$ cat src/rtl/telemetry_pkg.sv
// Shared types and sizing helpers for the telemetry packetizer.
package telemetry_pkg;

   typedef enum logic [2:0] {
      S_IDLE,
      S_LOAD,
      S_ISSUE,
      S_WAIT_ACK,
      S_WAIT_DONE
   } state_t;

   localparam logic [7:0] DEFAULT_SYNC_BYTE = 8'hA5;

   function automatic int bytes_per_ch(input int data_w);
      return (data_w + 7) / 8;
   endfunction

   function automatic int pkt_len(input int num_ch, input int data_w);
      return 4 + num_ch * bytes_per_ch(data_w);
   endfunction

endpackage

$ cat src/rtl/telemetry_packetizer_if.sv
// Byte handshake towards the UART: tx_start launches tx_data, tx_busy reports transmission.
interface telemetry_packetizer_if;
   logic [7:0] tx_data;
   logic       tx_start;
   logic       tx_busy;

   modport master (output tx_data, output tx_start, input tx_busy);
   modport slave  (input tx_data, input tx_start, output tx_busy);
endinterface

$ cat src/rtl/period_ticker.sv
// Free-running period counter; tick is combinational in the cycle the count hits PERIOD_CYCLES-1.
// Holds at zero while enable is low, so ticks restart a full period after enable rises.
module period_ticker #(
   parameter int PERIOD_CYCLES = 100_000_000
) (
   input  logic clock,
   input  logic reset,
   input  logic enable,
   output logic tick
);
   localparam int CNT_W = (PERIOD_CYCLES > 1) ? $clog2(PERIOD_CYCLES) : 1;
   localparam logic [CNT_W-1:0] LAST_CNT = CNT_W'(PERIOD_CYCLES - 1);

   logic [CNT_W-1:0] r_cnt;

   always_ff @(posedge clock) begin
      if (reset) begin
         r_cnt <= '0;
      end else if (!enable) begin
         r_cnt <= '0;
      end else if (r_cnt == LAST_CNT) begin
         r_cnt <= '0;
      end else begin
         r_cnt <= r_cnt + CNT_W'(1);
      end
   end

   assign tick = enable && (r_cnt == LAST_CNT);
endmodule

$ cat src/rtl/telemetry_packetizer.sv
// Snapshots angle and channel samples on a trigger and streams a checksummed packet, one byte per UART handshake.
// Each byte waits for tx_busy low before launch; triggers arriving mid-packet are dropped and counted.
module telemetry_packetizer
   import telemetry_pkg::*;
#(
   parameter int         NUM_CH        = 2,
   parameter int         DATA_W        = 18,
   parameter int         PERIOD_CYCLES = 100_000_000,
   parameter logic [7:0] SYNC_BYTE     = DEFAULT_SYNC_BYTE
) (
   input  logic                     clock,
   input  logic                     reset,
   input  logic                     enable,
   input  logic                     force_send,
   input  logic [7:0]               angle,
   input  logic [NUM_CH*DATA_W-1:0] ch_data,
   telemetry_packetizer_if.master   tx,
   output logic                     pkt_active,
   output logic [7:0]               seq,
   output logic [7:0]               overrun_cnt
);
   localparam int BPC     = bytes_per_ch(DATA_W);
   localparam int PKT_LEN = pkt_len(NUM_CH, DATA_W);
   localparam int IDX_W   = $clog2(PKT_LEN);
   localparam logic [IDX_W-1:0] LAST_IDX = IDX_W'(PKT_LEN - 1);

   state_t                  r_state, w_state_nxt;
   logic                    w_tick, w_trigger, w_start_nxt;
   logic [IDX_W-1:0]        r_idx;
   logic [7:0]              r_cks, r_seq, r_ovr, r_angle, r_tx_data;
   logic [NUM_CH*DATA_W-1:0] r_ch;
   logic                    r_active, r_tx_start;
   logic [7:0]              w_byte;
   logic [BPC*8-1:0]        w_ext;

   period_ticker #(.PERIOD_CYCLES(PERIOD_CYCLES)) u_ticker (
      .clock  (clock),
      .reset  (reset),
      .enable (enable),
      .tick   (w_tick)
   );

   assign w_trigger = w_tick | force_send;

   // Byte select: header, sign-extended channel bytes MSB first, then the running checksum.
   always_comb begin
      w_byte = 8'h00;
      w_ext  = '0;
      if (r_idx == IDX_W'(0))      w_byte = SYNC_BYTE;
      else if (r_idx == IDX_W'(1)) w_byte = r_seq;
      else if (r_idx == IDX_W'(2)) w_byte = r_angle;
      else if (r_idx == LAST_IDX)  w_byte = r_cks;
      for (int k = 0; k < NUM_CH; k++) begin
         w_ext = {(BPC*8){r_ch[k*DATA_W + DATA_W - 1]}};
         w_ext[DATA_W-1:0] = r_ch[k*DATA_W +: DATA_W];
         for (int b = 0; b < BPC; b++) begin
            if (r_idx == IDX_W'(3 + k*BPC + b)) w_byte = w_ext[(BPC-1-b)*8 +: 8];
         end
      end
   end

   always_comb begin
      w_state_nxt = r_state;
      w_start_nxt = 1'b0;
      case (r_state)
         S_IDLE:      if (w_trigger) w_state_nxt = S_LOAD;
         S_LOAD:      w_state_nxt = S_ISSUE;
         S_ISSUE: begin
            if (!tx.tx_busy) begin
               w_start_nxt = 1'b1;
               w_state_nxt = S_WAIT_ACK;
            end
         end
         S_WAIT_ACK:  if (tx.tx_busy) w_state_nxt = S_WAIT_DONE;
         S_WAIT_DONE: if (!tx.tx_busy) w_state_nxt = (r_idx == LAST_IDX) ? S_IDLE : S_LOAD;
         default:     w_state_nxt = S_IDLE;
      endcase
   end

   always_ff @(posedge clock) begin
      if (reset) begin
         r_state    <= S_IDLE;
         r_tx_start <= 1'b0;
         r_tx_data  <= 8'h00;
         r_idx      <= '0;
         r_cks      <= 8'h00;
         r_seq      <= 8'h00;
         r_ovr      <= 8'h00;
         r_angle    <= 8'h00;
         r_ch       <= '0;
         r_active   <= 1'b0;
      end else begin
         r_state    <= w_state_nxt;
         r_tx_start <= w_start_nxt;
         if (r_state == S_IDLE && w_trigger) begin
            r_angle  <= angle;
            r_ch     <= ch_data;
            r_idx    <= '0;
            r_cks    <= 8'h00;
            r_active <= 1'b1;
         end
         if (w_trigger && r_active && r_ovr != 8'hFF) r_ovr <= r_ovr + 8'd1;
         if (r_state == S_LOAD) r_tx_data <= w_byte;
         // Sync and checksum bytes themselves are excluded from the sum.
         if (r_state == S_ISSUE && !tx.tx_busy && r_idx != IDX_W'(0) && r_idx != LAST_IDX)
            r_cks <= r_cks + r_tx_data;
         if (r_state == S_WAIT_DONE && !tx.tx_busy) begin
            if (r_idx == LAST_IDX) begin
               r_active <= 1'b0;
               r_seq    <= r_seq + 8'd1;
            end else begin
               r_idx <= r_idx + IDX_W'(1);
            end
         end
      end
   end

   assign tx.tx_data   = r_tx_data;
   assign tx.tx_start  = r_tx_start;
   assign pkt_active   = r_active;
   assign seq          = r_seq;
   assign overrun_cnt  = r_ovr;
endmodule

$ cat src/flat_wrapper.sv
// flat-port wrapper written by rule: the top's interface ports become plain ports
module telemetry_packetizer_flat import telemetry_pkg::*;
#(
   parameter int         NUM_CH        = 2,
   parameter int         DATA_W        = 18,
   parameter int         PERIOD_CYCLES = 100_000_000,
   parameter logic [7:0] SYNC_BYTE     = DEFAULT_SYNC_BYTE
)
  (clock, reset, enable, force_send, angle, ch_data, pkt_active, seq, overrun_cnt, tx_tx_data, tx_tx_start, tx_tx_busy);
  telemetry_packetizer_if tx_i ();
  input  logic clock;
  input  logic reset;
  input  logic enable;
  input  logic force_send;
  input  logic [7:0] angle;
  input  logic [NUM_CH*DATA_W-1:0] ch_data;
  output logic pkt_active;
  output logic [7:0] seq;
  output logic [7:0] overrun_cnt;
  output wire logic [$bits(tx_i.tx_data)-1:0] tx_tx_data;
  output wire logic [$bits(tx_i.tx_start)-1:0] tx_tx_start;
  input wire logic [$bits(tx_i.tx_busy)-1:0] tx_tx_busy;
  assign tx_tx_data = tx_i.tx_data;
  assign tx_tx_start = tx_i.tx_start;
  assign tx_i.tx_busy = tx_tx_busy;
  telemetry_packetizer #(.NUM_CH(NUM_CH), .DATA_W(DATA_W), .PERIOD_CYCLES(PERIOD_CYCLES), .SYNC_BYTE(SYNC_BYTE)) u_core (.clock(clock), .reset(reset), .enable(enable), .force_send(force_send), .angle(angle), .ch_data(ch_data), .tx(tx_i), .pkt_active(pkt_active), .seq(seq), .overrun_cnt(overrun_cnt));
endmodule
$ cat config.mk
export PLATFORM = sky130hd
export DESIGN_NAME = telemetry_packetizer_flat
export DESIGN_NICKNAME = d
export VERILOG_FILES = /design/src/rtl/telemetry_pkg.sv /design/src/rtl/telemetry_packetizer_if.sv /design/src/rtl/period_ticker.sv /design/src/rtl/telemetry_packetizer.sv /design/src/flat_wrapper.sv
export SDC_FILE = /design/constraint.sdc
export NUM_CORES = 1
export LEC_CHECK = 0
export ABC_AREA = 1
export CORE_MARGIN = 3
export CORE_UTILIZATION = 41
export CTS_BUF_LIST = sky130_fd_sc_hd__clkbuf_4 sky130_fd_sc_hd__clkbuf_8 sky130_fd_sc_hd__clkbuf_16
export DETAILED_ROUTE_END_ITERATION = 10
export GPL_TIMING_DRIVEN = 0
export PLACE_DENSITY = 0.6
export SYNTH_ARGS = -nofsm -noshare
export SYNTH_HDL_FRONTEND = slang
export SYNTH_HIERARCHICAL = 1
export SYNTH_SLANG_ARGS = --single-unit
$ cat constraint.sdc
create_clock -name clock -period 2.35 [get_ports clock]
set_input_delay 0.235 -clock clock [delete_from_list [all_inputs] [get_ports clock]]
set_output_delay 0.235 -clock clock [all_outputs]
set_load 0.01 [all_outputs]
==> results of run 1 <==
## routing by layer
layer / vias to the layer above / share of wire / GRT usage
li1: 2920 / - / -
met1: 2387 / 0.51 / 0.271
met2: 134 / 0.42 / 0.268
met3: 16 / 0.051 / 0.0416
met4: 0 / 0.016 / 0.0548
met5: - / 0 / 0
## flip-flops by register name, summed over array words and instances, names as in the netlist, 3 cells and up
name	flops
u_core/overrun_cnt	8
u_core/r_angle	8
u_core/r_ch	36
u_core/r_cks	8
u_core/r_idx	4
u_core/r_state	3
u_core/seq	8
u_core/tx.tx_data	8
u_core/u_ticker/r_cnt	27
## path summary, 6_finish.rpt
kind,from,to,slack (ns),cells after the start
setup / recovery,u_core/u_ticker/r_cnt[0],u_core/r_ch[17],0.17,14
setup reg to reg,u_core/u_ticker/r_cnt[0],u_core/r_ch[17],0.17,14
hold reg to reg,u_core/u_ticker/r_cnt[0],u_core/u_ticker/r_cnt[0],0.42,1
hold / removal,u_core/u_ticker/r_cnt[0],u_core/u_ticker/r_cnt[0],0.42,1
## report_power, final
part / internal [W] / leakage, nW / total, W / switching [W]
logic: 0.000273 / 1.78 / 0.000669 / 0.000396
clock network: 0.000921 / 0.151 / 0.00159 / 0.000673
registers: 0.00206 / 0.914 / 0.00213 / 0.0000759
total: 0.00325 / 2.85 / 0.00439 / 0.00114
## synth_stat cells, drive strengths merged
cell    count
and3        1
nand4      12
xor2        9
buf        12
nand2     221
inv       111
o21ai      68
fa          1
nor2      128
a221oi      1
nand3      42
dfxtp     112
and2        1
or2         4
xnor2       5
o21bai      1
a21oi      84
a21boi      2
nor3       11
clkinv      1
o311ai      1
nand3b      2
a211oi      2
ha         14
clkbuf     12
nor4        2
a31oi       1
## cell families after synthesis
family          synth area share
buf+inv                   0.0938
fa+ha+maj                 0.0338
simple gates               0.321
flops                      0.388
compound gates             0.142
xor+xnor                  0.0212
## final cells by class
cell class	count	area [µm²]	area share
Buffer	24	133	0.0187
Clock buffer	13	274	0.0386
Clock inverter	2	37.5	0.00529
Inverter	112	420	0.0592
Multi-Input combinational cell	613	3020	0.425
Sequential cell	112	2240	0.316
Tap cell	176	220	0.0310
Timing Repair Buffer	76	756	0.106
## metrics by stage
stage | utilization | hold WS (ns) | setup slack [ns]
after global placement | 0.499 | 0.430 | -0.564
after detailed placement | 0.499 | 0.438 | -0.562
after CTS | 0.523 | 0.449 | 0.0392
after global routing | 0.526 | 0.446 | 0.0110
after floorplan | - | 0.370 | 0.201
final | 0.526 | 0.419 | 0.174
## timing repair
action / 4_1_cts / 5_1_grt
pin swaps: 1 / 0
resized for setup: 4 / 14
endpoints found under the setup margin: 57 / 65
buffers inserted: 1 / 1
==> results by group, run 1 <==
Run status
  – Status: completed

Floorplan
  – Starting Density: 0.428
  – Row count: 42
  – DIE WIDTH: 125 µm
  – Placeable Area: 0.0135 mm²
  – Ports: 75
  – DIE AREA: 0.0156 mm²
  – Die H: 125 µm

Final layout
  – Final cell count without fillers: 1128
  – Most frequent cells in the layout: nand2_1 (212), dfxtp_1 (111), nor2_1 (107)
  – # fillers: 1377
  – Area Overhead vs Synth: 22.9%
  – Fraction of layout cells with a size suffix above 1: 0.0809
  – Most common cell after layout, fill and taps aside: nand2_1
  – Fin area: 0.00710 mm²
  – Ant diodes: 0
  – Nets: 1012

Worst setup path
  – Max stage delay cell, worst path: dfxtp_2
  – Crit path required time: 2.59 ns
  – CP cell instances: ha_2 > nand3_2 > inv_2 > nand2_2 > nor2_2 > nand2_2 > nor2_2 > nor2_1 > nor2_4 > inv_1 > clkbuf_4 > clkbuf_4 > nor2_1 > nor2_1
  – Worst Setup Path Type: flip-flop to flip-flop
  – Crit path buf inv count: 4
  – Arr. time, crit path: 2.42 ns
  – CP Launch Type: flip-flop
  – Critical Path Max Stage Delay: 0.34 ns
  – Critical Path End Type: flip-flop
  – CP top delay family: simple AND/OR/NAND/NOR gates
  – Crit path max fanout: 10
  – Most used cell along the critical path: nor2_1

GRT
  – Largest net degree at the start of global routing: 17
  – Global-route wire length before repair: 23600 µm
  – Initial antenna violation count: 0
  – Vias in the first global route: 4855
  – GR Util All Layers: 0.185
  – Gr ovfl total: 0

STA
  – Pins Over Slew Limit: 0
  – Final Cycle Share: 0.926
  – Final setup viols: 0
  – Fin. Hold Viols: 0
  – Final setup TNS: 0 ns
  – Worst Skew: 0.00840 ns
  – Slew HR: 0.596
  – Achievable clock frequency: 460 MHz
  – Final Critical Period: 2.18 ns
  – Worst slew pin tran: 0.604 ns
  – RSZ-0062 raised after global routing: no

Drt
  – DR WL/cell: 12.8 µm
  – Remaining DRCs: 0
  – Initial DRC count: 369
  – Post-route ant nets: 0
  – Detailed Routing Iterations Pass 1: 5
  – Vias per cell: 4.84
  – Total Routed Length: 14500 µm
  – Vias: 5457

CTS
  – CTS root buf: clkbuf_16
  – Clock sinks: 112
  – Clock transition at path regs: 0.07 ns
  – Worst-Skew Late Latency: 0.35 ns
  – Htree depth: 3
  – CTS Buf Count: 9
  – CTS tree: built
  – Hold Buf Count CTS: 0
  – Max Root-Sink Buffers: 2

Power and ir drop
  – P per Cell Area: 619 mW/mm²
  – Peak supply drop: 0.455 mV
  – Overall power: 0.00439 W
  – Leak pwr: 2.85 nW

Place
  – GPL Wtd Cong: 0.859
  – Placed cell count: 1111
  – Placed Instance Area: 0.00674 mm²
  – DP HPWL: 11000 µm
  – PortBufs: 74

Flow run
  – Max-cap violations: 0

Synth
  – Synth unique cells: 38
  – Syn Inst Count: 861
  – Avg Inst Size Synth: 6.71 µm²
  – Syn_nets: 925
  – Synth warnings: 6
  – Post-synth top area cell: dfxtp_1
  – Top cells by area, synth: dfxtp_1 (39%), nand2_1 (14%), a21oi_1 (7.3%), nor2_1 (7.2%), inv_1 (6.8%)
  – Synth Cell Area: 0.00578 mm²
  – Yosys reg bits: 112
  – Register area share after synthesis: 0.388
  – Synth top area share: 0.388

Min path
  – Hold Path Class: flip-flop to flip-flop
Note: power is estimated with default switching activity, not from simulation.
==> run 2, diff against run 1 <==
MAX_ROUTING_LAYER = met4   (was unset)
RECOVER_POWER = 25   (was unset)
==> run 2 against run 1 <==
Net effect: maximum frequency up 0.12%; critical endpoint unchanged; register-to-register slack about the same; largest cell class unchanged; clock power hardly changed.
==> results by group, run 2 (synthesis results as in run 1) <==
Drt
  – Met3 WL: 576 µm
  – Total Routed Length: 14500 µm
  – Vias per cell: 4.81
  – Post-route ant nets: 0
  – Detailed Routing Iterations Pass 1: 5
  – Initial DRC count: 348
  – DR WL/cell: 12.8 µm
  – Vias: 5431
  – Top Layer Used: met4
  – Met2 WL: 6100 µm
  – Metal-1 WL: 7550 µm
  – Remaining DRCs: 0

CTS
  – CTS tree: built
  – Max Root-Sink Buffers: 2
  – Clock transition at path regs: 0.07 ns
  – CTS root buf: clkbuf_16
  – Worst-Skew Late Latency: 0.35 ns
  – Htree depth: 3
  – CTS Buf Count: 9
  – Clock sinks: 112

Min path
  – Hold Path Sink: u_core/u_ticker/r_cnt[0]
  – Hold Crit Depth: 1
  – Hold_sp: u_core/u_ticker/r_cnt[0]
  – Hold Path Class: flip-flop to flip-flop

Worst setup path
  – R2R cell count: 14
  – CP cell instances: ha_1 > nand3_2 > inv_2 > nand2_2 > nor2_2 > nand2_1 > nor2_2 > nor2_1 > nor2_4 > inv_1 > clkbuf_4 > clkbuf_4 > nor2_1 > nor2_1
  – Most used cell along the critical path: nor2_1
  – Crit path required time: 2.59 ns
  – Critical Path End Type: flip-flop
  – Reg2Reg Setup Slack: 0.18 ns
  – Reg-to-Reg Start: u_core/u_ticker/r_cnt[0]
  – CP top delay family: simple AND/OR/NAND/NOR gates
  – Crit path buf inv count: 4
  – CP Launch Type: flip-flop
  – Arr. time, crit path: 2.41 ns
  – Worst Setup Path Type: flip-flop to flip-flop
  – Max stage delay cell, worst path: dfxtp_2
  – Crit path max fanout: 10
  – Worst R2R End: u_core/r_ch[17]
  – Critical Path Max Stage Delay: 0.34 ns

Floorplan
  – Placeable Area: 0.0135 mm²
  – Starting Density: 0.428
  – Die H: 125 µm
  – Ports: 75
  – DIE WIDTH: 125 µm
  – Row count: 42
  – DIE AREA: 0.0156 mm²

Power and ir drop
  – Peak supply drop: 0.453 mV
  – P per Cell Area: 618 mW/mm²
  – Leak pwr: 2.89 nW
  – Overall power: 0.00438 W

GRT
  – Initial antenna violation count: 0
  – Vias in the first global route: 4850
  – Global-route wire length before repair: 23700 µm
  – Gr ovfl total: 0
  – Largest net degree at the start of global routing: 17
  – GR Util All Layers: 0.190

Final layout
  – Largest regs: u_core/r_ch: 36 flops, u_core/u_ticker/r_cnt: 27 flops
  – Most common cell after layout, fill and taps aside: nand2_1
  – Fraction of layout cells with a size suffix above 1: 0.0767
  – Ant diodes: 0
  – Fin area: 0.00708 mm²
  – Most frequent cells in the layout: nand2_1 (214), dfxtp_1 (111), nor2_1 (107)
  – Nets: 1012
  – Max reg flops: 36
  – Largest reg by FF count: u_core/r_ch
  – Area Overhead vs Synth: 22.6%

Place
  – GPL Wtd Cong: 0.873
  – DP HPWL: 11000 µm
  – Pre-CTS setup slack: -0.562 ns
  – PortBufs: 74
  – Placed Instance Area: 0.00674 mm²

Flow run
  – Max-cap violations: 0

STA
  – Slew HR: 0.590
  – Fin. Hold Viols: 0
  – Worst slew pin tran: 0.613 ns
  – RSZ-0062 raised after global routing: no
  – Achievable clock frequency: 460 MHz
  – Worst Skew: 0.00876 ns
  – Final Critical Period: 2.17 ns
  – Pins Over Slew Limit: 0
  – Final setup viols: 0
  – Post-route setup slack: 0.177 ns
  – Final Cycle Share: 0.925
  – Final setup TNS: 0 ns

Run status
  – Status: completed
## run 2: metrics by stage
stage	utilization	hold slack [ns]	std cells
after floorplan	-	0.370	861
after global placement	0.499	0.430	1111
after detailed placement	0.499	0.438	1111
after CTS	0.523	0.449	1127
after global routing	0.524	0.443	1128
final	0.524	0.416	1128
## run 2: timing repair
action                                  CTS  global route
pin swaps                                 1             0
hold buffers                              0             0
endpoints found under the setup margin   57            65
gates resized for setup                   4            14
setup buffers                             1             1
## run 2: worst register-to-register path, cell delays in order, from the launching register on
cell	delay, ns
dfxtp_2	0.34
ha_1	0.19
nand3_2	0.11
inv_2	0.11
nand2_2	0.10
nor2_2	0.09
nand2_1	0.10
nor2_2	0.12
nor2_1	0.09
nor2_4	0.13
inv_1	0.09
clkbuf_4	0.20
clkbuf_4	0.20
nor2_1	0.14
nor2_1	0.06
## run 2: area by class of cell
type / count / area [µm²]
clock inverter: 2 / 37.5
tap: 176 / 220
inverter: 112 / 420
sequential: 112 / 2240
buffer: 24 / 125
clock buffer: 13 / 274
multi-input combinational: 613 / 3010
timing repair buffer: 76 / 756
fill: 1381 / 6420
## run 2: where the power goes
group,switching (W),internal [W]
combinational,0.000394,0.000264
clock,0.000670,0.000921
sequential,0.0000749,0.00206
## run 2: worst max path at each step
stage / from / end / slack [ns] / cells after the start
CTS: u_core/u_ticker/r_cnt[0] / u_core/overrun_cnt[7] / 0.04 / 14
finish: u_core/u_ticker/r_cnt[0] / u_core/r_ch[17] / 0.18 / 14
global placement: u_core/u_ticker/r_cnt[0] / u_core/r_ch[34] / -0.56 / 13
floorplan: u_core/u_ticker/r_cnt[0] / u_core/r_angle[4] / 0.20 / 14
detailed placement: u_core/u_ticker/r_cnt[0] / u_core/r_ch[17] / -0.56 / 14
global route: u_core/u_ticker/r_cnt[0] / u_core/r_ch[17] / 0.01 / 14
## run 2: routing by layer
metal	up-vias	track usage
li1	2918	-
met1	2387	0.272
met2	109	0.269
met3	17	0.0390
met4	0	0.0548
met5	-	-
